File: src/rtl/pipelined_carry_adder_pkg.sv
// Shared sizing helpers, configuration checks and stage flag typedef for the pipelined
// carry adder.
package pipelined_carry_adder_pkg;

    localparam int unsigned MinStages = 1;

    // Carry and MSB carry-in travel together through every stage register.
    typedef struct packed {
        logic carry;
        logic msb_ci;
    } stage_flags_t;

    function automatic int unsigned seg_width(input int unsigned width, input int unsigned stages);
        return (stages == 0) ? width : width / stages;
    endfunction

    function automatic bit cfg_valid(input int unsigned width, input int unsigned stages);
        return (stages >= MinStages) && (stages <= width) && ((width % stages) == 0);
    endfunction

endpackage

File: src/rtl/adder_segment.sv
// Combinational SEG-bit ripple-carry segment built from standard or AOI full-adder cells.
module adder_segment
    import pipelined_carry_adder_pkg::*;
#(
    parameter int unsigned SEG     = 16,
    parameter int unsigned USE_AOI = 0
) (
    input  logic [SEG-1:0] i_a,
    input  logic [SEG-1:0] i_b,
    input  logic           i_ci,
    output logic [SEG-1:0] o_sum,
    output logic           o_co,
    output logic           o_msb_ci
);

    logic [SEG:0]   w_carry;
    logic [SEG-1:0] w_sum;
    logic           w_co_n;

    always_comb begin
        w_carry    = '0;
        w_sum      = '0;
        w_co_n     = 1'b0;
        w_carry[0] = i_ci;
        for (int unsigned i = 0; i < SEG; i++) begin
            if (USE_AOI != 0) begin
                // Mirror-adder form: inverted carry is reused to build the sum.
                w_co_n       = ~((i_a[i] & i_b[i]) | (w_carry[i] & (i_a[i] | i_b[i])));
                w_sum[i]     = ((i_a[i] | i_b[i] | w_carry[i]) & w_co_n)
                               | (i_a[i] & i_b[i] & w_carry[i]);
                w_carry[i+1] = ~w_co_n;
            end else begin
                w_sum[i]     = i_a[i] ^ i_b[i] ^ w_carry[i];
                w_carry[i+1] = (i_a[i] & i_b[i]) | (w_carry[i] & (i_a[i] ^ i_b[i]));
            end
        end
    end

    assign o_sum    = w_sum;
    assign o_co     = w_carry[SEG];
    assign o_msb_ci = w_carry[SEG-1];

endmodule

File: src/rtl/pipelined_carry_adder.sv
// Pipelined ripple-carry adder/subtractor: WIDTH bits split into STAGES registered segments
// with a valid/ready handshake and full backpressure.
module pipelined_carry_adder #(
    parameter int unsigned WIDTH   = 64,
    parameter int unsigned STAGES  = 4,
    parameter int unsigned USE_AOI = 0
) (
    input  logic             clk,
    input  logic             rst_n,
    input  logic             in_valid,
    output logic             in_ready,
    input  logic [WIDTH-1:0] in1,
    input  logic [WIDTH-1:0] in2,
    input  logic             ci,
    input  logic             sub,
    output logic             out_valid,
    input  logic             out_ready,
    output logic [WIDTH-1:0] sum,
    output logic             co,
    output logic             ovf
);
    import pipelined_carry_adder_pkg::*;

    localparam int unsigned SEG  = seg_width(WIDTH, STAGES);
    localparam int unsigned LAST = STAGES - 1;

    if (!cfg_valid(WIDTH, STAGES)) begin : g_cfg_check
        $error("pipelined_carry_adder: STAGES must be >= 1 and divide WIDTH");
    end

    // sum_lo: finished low slices; op_*_hi: operand bits not yet consumed.
    typedef struct packed {
        logic [WIDTH-1:0] sum_lo;
        logic [WIDTH-1:0] op_a_hi;
        logic [WIDTH-1:0] op_b_hi;
        stage_flags_t     flags;
    } stage_t;

    stage_t            w_in;
    stage_t            r_stage [STAGES];
    logic [STAGES-1:0] r_valid;
    logic [STAGES-1:0] w_load;

    always_comb begin
        w_in             = '0;
        w_in.op_a_hi     = in1;
        w_in.op_b_hi     = in2 ^ {WIDTH{sub}};
        w_in.flags.carry = sub | ci;
    end

    // A stage loads when empty or when its successor (or the consumer) takes its beat.
    always_comb begin
        w_load       = '0;
        w_load[LAST] = !r_valid[LAST] || out_ready;
        for (int k = int'(STAGES) - 2; k >= 0; k--) begin
            w_load[k] = !r_valid[k] || w_load[k+1];
        end
    end

    for (genvar k = 0; k < STAGES; k++) begin : g_stage
        stage_t         w_src;
        stage_t         w_nxt;
        logic           w_src_valid;
        logic [SEG-1:0] w_seg_sum;
        logic           w_seg_co;
        logic           w_seg_msb_ci;

        if (k == 0) begin : g_head
            assign w_src       = w_in;
            assign w_src_valid = in_valid;
        end else begin : g_chain
            assign w_src       = r_stage[k-1];
            assign w_src_valid = r_valid[k-1];
        end

        adder_segment #(
            .SEG     (SEG),
            .USE_AOI (USE_AOI)
        ) u_seg (
            .i_a      (w_src.op_a_hi[k*SEG +: SEG]),
            .i_b      (w_src.op_b_hi[k*SEG +: SEG]),
            .i_ci     (w_src.flags.carry),
            .o_sum    (w_seg_sum),
            .o_co     (w_seg_co),
            .o_msb_ci (w_seg_msb_ci)
        );

        // Only the last stage's msb_ci survives to the output; earlier copies are overwritten.
        always_comb begin
            w_nxt                       = w_src;
            w_nxt.sum_lo[k*SEG +: SEG]  = w_seg_sum;
            w_nxt.flags.carry           = w_seg_co;
            w_nxt.flags.msb_ci          = w_seg_msb_ci;
        end

        always_ff @(posedge clk or negedge rst_n) begin
            if (!rst_n) begin
                r_valid[k] <= 1'b0;
                r_stage[k] <= '0;
            end else if (w_load[k]) begin
                r_valid[k] <= w_src_valid;
                if (w_src_valid) begin
                    r_stage[k] <= w_nxt;
                end
            end
        end
    end

    assign in_ready  = w_load[0];
    assign out_valid = r_valid[LAST];
    assign sum       = r_stage[LAST].sum_lo;
    assign co        = r_stage[LAST].flags.carry;
    assign ovf       = r_stage[LAST].flags.carry ^ r_stage[LAST].flags.msb_ci;

endmodule

File: config.mk
export PLATFORM = sky130hd
export DESIGN_NAME = pipelined_carry_adder
export DESIGN_NICKNAME = d
export VERILOG_FILES = /design/src/rtl/pipelined_carry_adder_pkg.sv /design/src/rtl/adder_segment.sv /design/src/rtl/pipelined_carry_adder.sv
export SDC_FILE = /design/constraint.sdc
export NUM_CORES = 1
export LEC_CHECK = 0
export ABC_AREA = 0
export CORE_MARGIN = 10
export CORE_UTILIZATION = 50
export DETAILED_ROUTE_END_ITERATION = 10
export GPL_TIMING_DRIVEN = 0
export PLACE_DENSITY_LB_ADDON = 0.25
export SLEW_MARGIN = 20
export SYNTH_ARGS = -nofsm -noshare
export SYNTH_HDL_FRONTEND = slang
export SYNTH_SLANG_ARGS = --single-unit
File: constraint.sdc
create_clock -name clk -period 6.7 [get_ports clk]
set_input_delay 1.005 -clock clk [delete_from_list [all_inputs] [get_ports clk]]
set_output_delay 1.005 -clock clk [all_outputs]
set_load 0.05 [all_outputs]
# == Word-level counts from Yosys, hierarchy flattened ==
# Cells that the tools add are included.
# totals
register_bits,553
out_inout_bits,68
word_cells,354
inputBits,134
# classes
bitwise_logic,323
n_reduce_logical,12
# ops
cell,n
XOR 1 bit,129
AND 1 bit,128
OR 1 bit,65
XOR 64 bit,1
AND reduction 2 bit,4
zero test 1 bit,4
logical OR 1 bit,4

# == Logic depth before layout (Yosys ltp) ==
# logic_depth
ltp_word,34
ltp_mapped,24
depth_no_buf,23

# == Cells and area by module ==
# From an unflattened synthesis, not the netlist that was laid out.
# hier_totals
hier_cells,1041
area_unflattened_um2,16326.9
# modules_own_cells
mod,seq_area_each_um2,cells_each,area_per_inst_um2,n_inst
pipelined_carry_adder,9033.7,905,14775.4,1
adder_segment,0.0,34,387.9,4

# == Worst setup path before layout ==
# No wires, ideal clock.
# synth_timing
path_kind,input -> register
from,input sub
to,"register r_stage, in the netlist g_stage[1].w_nxt[145]"
arrival_ps,8026
required_time_ps,6572
stages,24
path_slack_ps,-1453
n_path_buf,2
setup_ps,128
path_cell_list,buf_2 > buf_2 > xor2_1 > fa_1 > fa_1 > inv_1 > fa_1 > fa_1 > fa_1 > fa_1 > fa_1 > fa_1 > fa_1 > fa_1 > fa_1 > fa_1 > inv_1 > fa_1 > inv_1 > fa_1 > fa_1 > inv_1 > fa_1 > mux2_1
# synth_between
elab_chain_len,33
elab_cells_between_ends,64
cone_classes,bitwise: 64
# synth_rtl
item,line_no,source
start: declaration,pipelined_carry_adder.sv:15,"input logic sub,"
XOR 64 bit,pipelined_carry_adder.sv:47,w_in.op_b_hi = in2 ^ {WIDTH{sub}};
XOR 1 bit,adder_segment.sv:34,w_carry[i+1] = (i_a[i] & i_b[i]) | (w_carry[i] & (i_a[i] ^ i_b[i]));
AND 1 bit,adder_segment.sv:34,
OR 1 bit,adder_segment.sv:34,
AND 1 bit,adder_segment.sv:34,
OR 1 bit,adder_segment.sv:34,
AND 1 bit,adder_segment.sv:34,
OR 1 bit,adder_segment.sv:34,
(+18 left out),--,
AND 1 bit,adder_segment.sv:34,
OR 1 bit,adder_segment.sv:34,
AND 1 bit,adder_segment.sv:34,
OR 1 bit,adder_segment.sv:34,
AND 1 bit,adder_segment.sv:34,
OR 1 bit,adder_segment.sv:34,
XOR 1 bit *,adder_segment.sv:33,w_sum[i] = i_a[i] ^ i_b[i] ^ w_carry[i];
named net g_stage[0].u_seg.o_sum[15],adder_segment.sv:11,"output logic [SEG-1:0] o_sum,"
end signal: indexed assignment,pipelined_carry_adder.sv:103,r_stage[k] <= w_nxt;
end: declaration,pipelined_carry_adder.sv:40,stage_t r_stage [STAGES];
# Mark *: on every way through the listed nets, which the timed path passes. The rest lies on a longest branch.
# A chain may end at the register's enable or synchronous reset.

# == Worst setup path after layout ==
# Same ends and word-level chain as after synthesis.

==> reports/metrics.yaml <==
status: "finished, violations left"
violations: "negative setup slack"
critical_path.most_common_cell: "fa_2"
max_slew_margin: 0.598
cts.clk_slew.worst_paths_ns: 0.06
layout_common_cells: "361 x dfrtp_1, 273 x mux2_2, 195 x clkdlybuf4s50_1, 75 x buf_4, 68 x inv_1"
antenna_cells: 0
regArea_um2: 9030
worstMarginPinSlew_ns: 0.600
cts.root.buffer_cell: "clkbuf_16"
finalSetupViolations: 1
post_drt_via_cell_ratio: 4.95
path_class: "input pin to flip-flop"
ys_top_cells_by_area: "dfrtp_1 56%, mux2_2 19%, fa_1 8.0%, mux2_1 3.8%, buf_4 3.3%"
worst_ep_arrival_time_ns: 7.35
clock-sinks: 361
finalHoldViolCount: 0
startpoint_type: "input pin"
drc: 0
ys_types: 17
cts_max_level: 2
layoutNonFillerInstCount: 1725
clk_path_buf_depth: 3
final.period_utilization: 1.04
grt_max_degree: 99
drt-total-wl_um: 33500
grt_usage: 0.174
yosys_warnings: 0
cp-end-kind: "flip-flop"
final_common_cell: "dfrtp_1"
core-area_um2: 31600
syn_avg_cell_area_um2: 15.3
multi_input_area_um2: 6080
via_count: 8544
crit_family: "adder cells"
syn_area_um2: 16000
rows: 65
tns_ns: -0.250
fmax_mhz: 144
die_area_um2: 39700
cts_tree: "yes"
drtIter0Drc: 393
yosys.area.top_type: "dfrtp_1"
fill_cells: 2384
dieHeight_um: 199
synth_cells: 1049
hpwlAfterDp_um: 24500
finalCriticalPeriod_ns: 6.95
antenna_found_initial: 0
cp_cell_sequence: "buf_16 > xor2_4 > fa_2 > fa_2 > inv_2 > fa_2 > fa_2 > fa_2 > fa_2 > fa_2 > fa_2 > fa_2 > fa_2 > fa_2 > fa_2 > inv_2 > fa_2 > inv_2 > fa_2 > fa_2 > inv_2 > fa_2 > mux2_4"
first_pass_iters: 4
dp_cells: 1655
rsz0062_at_grt: "true"
antenna_left: 0
grt_pass1_vias: 9513
drive_above_1_share: 0.389
insertion_delay_ns: 0.52
portBuffers: 200
finalNetCount: 1494
synthToLayoutAreaGrowth_pct: 25.3
fin_skew_ns: 0.0148
path_buf_inv: 5
gp_congestion: 0.752
setup_ws_ns: -0.250
slowest_delay_ns: 0.42
wl_per_cell_um: 19.4
ir_drop_mv: 0.266
slowest_stage: "fa_2"
grt_remaining_overflow: 0
start_util: 0.507
yosysTopAreaCellShare: 0.563
cp.required_ns: 7.10
boundaryPins: 202
ys_seq_area_frac: 0.563
drv_slew: 0
p_leak_nw: 8.84
cp_max_fo: 4
syn_nets: 1247
drv_cap: 0
die_x_um: 199
p_per_area_nw_per_um2: 445
ys_ff_latch: 361
grt_pass1_wl_um: 53200
holdCritPathClass: "input pin to asynchronous set/reset pin"
cts_made_buffers: 39
[per-layer routing]
metal,global-route usage,vias up,part of all wire
li1,-,3901,-
met3,0.0308,40,0.042
met2,0.292,145,0.50
met4,0.0387,0,0.017
met5,0,-,0
met1,0.230,4458,0.44
[worst paths after layout]
kind,start,end,slack (ns),cells past startpoint
hold reg to reg,g_stage[1].w_nxt[98],g_stage[1].w_nxt[98],0.49,1
max in group asynchronous,rst_n,sum[10],5.14,3
setup reg to reg,g_stage[3].w_nxt[114],sum[63],0.21,23
hold / removal,rst_n,g_stage[1].w_nxt[126],0.39,1
min in group clk,g_stage[1].w_nxt[98],g_stage[1].w_nxt[98],0.49,1
setup / recovery,sub,g_stage[1].w_nxt[145],-0.25,23
[flip-flops by register name, summed over array words and instances, names as in the netlist]
register / flops
out_valid: 1
r_stage: 1
g_stage.w_src_valid: 3
g_stage.w_nxt: 288
sum: 64
g_stage.w_src: 3
co: 1
[through the flow]
step / cell area [um2] / setup slack [ns] / util / total power, W / hold WS [ns]
6_report: 20100 / -0.250 / 0.636 / 0.00896 / 0.386
5_1_grt: 20100 / -0.466 / 0.636 / 0.00950 / 0.406
4_1_cts: 20100 / -0.360 / 0.635 / 0.00907 / 0.388
3_5_place_dp: 18800 / -1.19 / 0.593 / 0.00691 / 0.481
3_3_place_gp: 18700 / -10.87 / 0.590 / 0.00677 / 0.467
2_1_floorplan: 16100 / -0.633 / - / 0.00582 / 0.457
[kinds of logic (layout without fill, tap and decap cells)]
| logic type | Yosys count | in the layout | synth area share |
|---|---|---|---|
| adder cells (fa/ha/maj) | 64 | 64 | 0.0799 |
| AO/OA/AOI/OAI | 1 | 1 | 0.00101 |
| buffers and inverters | 188 | 462 | 0.0670 |
| AND/OR/NAND/NOR | 13 | 13 | 0.00546 |
| XOR/XNOR | 65 | 65 | 0.0355 |
| flip-flops | 361 | 361 | 0.563 |
| multiplexers | 357 | 357 | 0.248 |
[repair_timing]
item / in CTS / in global routing
gates resized for setup: 31 / 11
buffers inserted: 2 / 1
hold endpoints to repair: 0 / 0
pin swaps: 17 / 20
endpoints found under the setup margin: 9 / 7
hold buffers: 0 / 0
[where the power goes]
group,switching (W),total [W],internal (W),leakage (nW)
clock,0.000839,0.00211,0.00127,0.629
sequential,0.000454,0.00346,0.00300,4.21
combinational,0.00169,0.00339,0.00170,4.00
total,0.00298,0.00896,0.00598,8.84
[cells in the mapped netlist]
cell type    n
buf_4       71
mux2_2     273
dfrtp_1    361
inv_1       80
or2_2        2
nand2b_1     5
nand3b_4     1
nand4b_1     1
buf_2       28
mux2_1      54
xnor2_1     16
fa_1        64
o21ai_4      1
mux2i_1     30
nand2_1      4
xor2_1      49
buf_6        9
[final cells by class]
| cell class | count | area share |
|---|---|---|
| buffer | 107 | 0.0395 |
| clock buffer | 56 | 0.0573 |
| clock inverter | 12 | 0.00579 |
| inverter | 80 | 0.0149 |
| multi-input combinational | 500 | 0.302 |
| sequential | 361 | 0.449 |
| tap | 402 | 0.0250 |
| timing repair buffer | 207 | 0.106 |
Note: power is estimated with default switching activity, not from simulation.
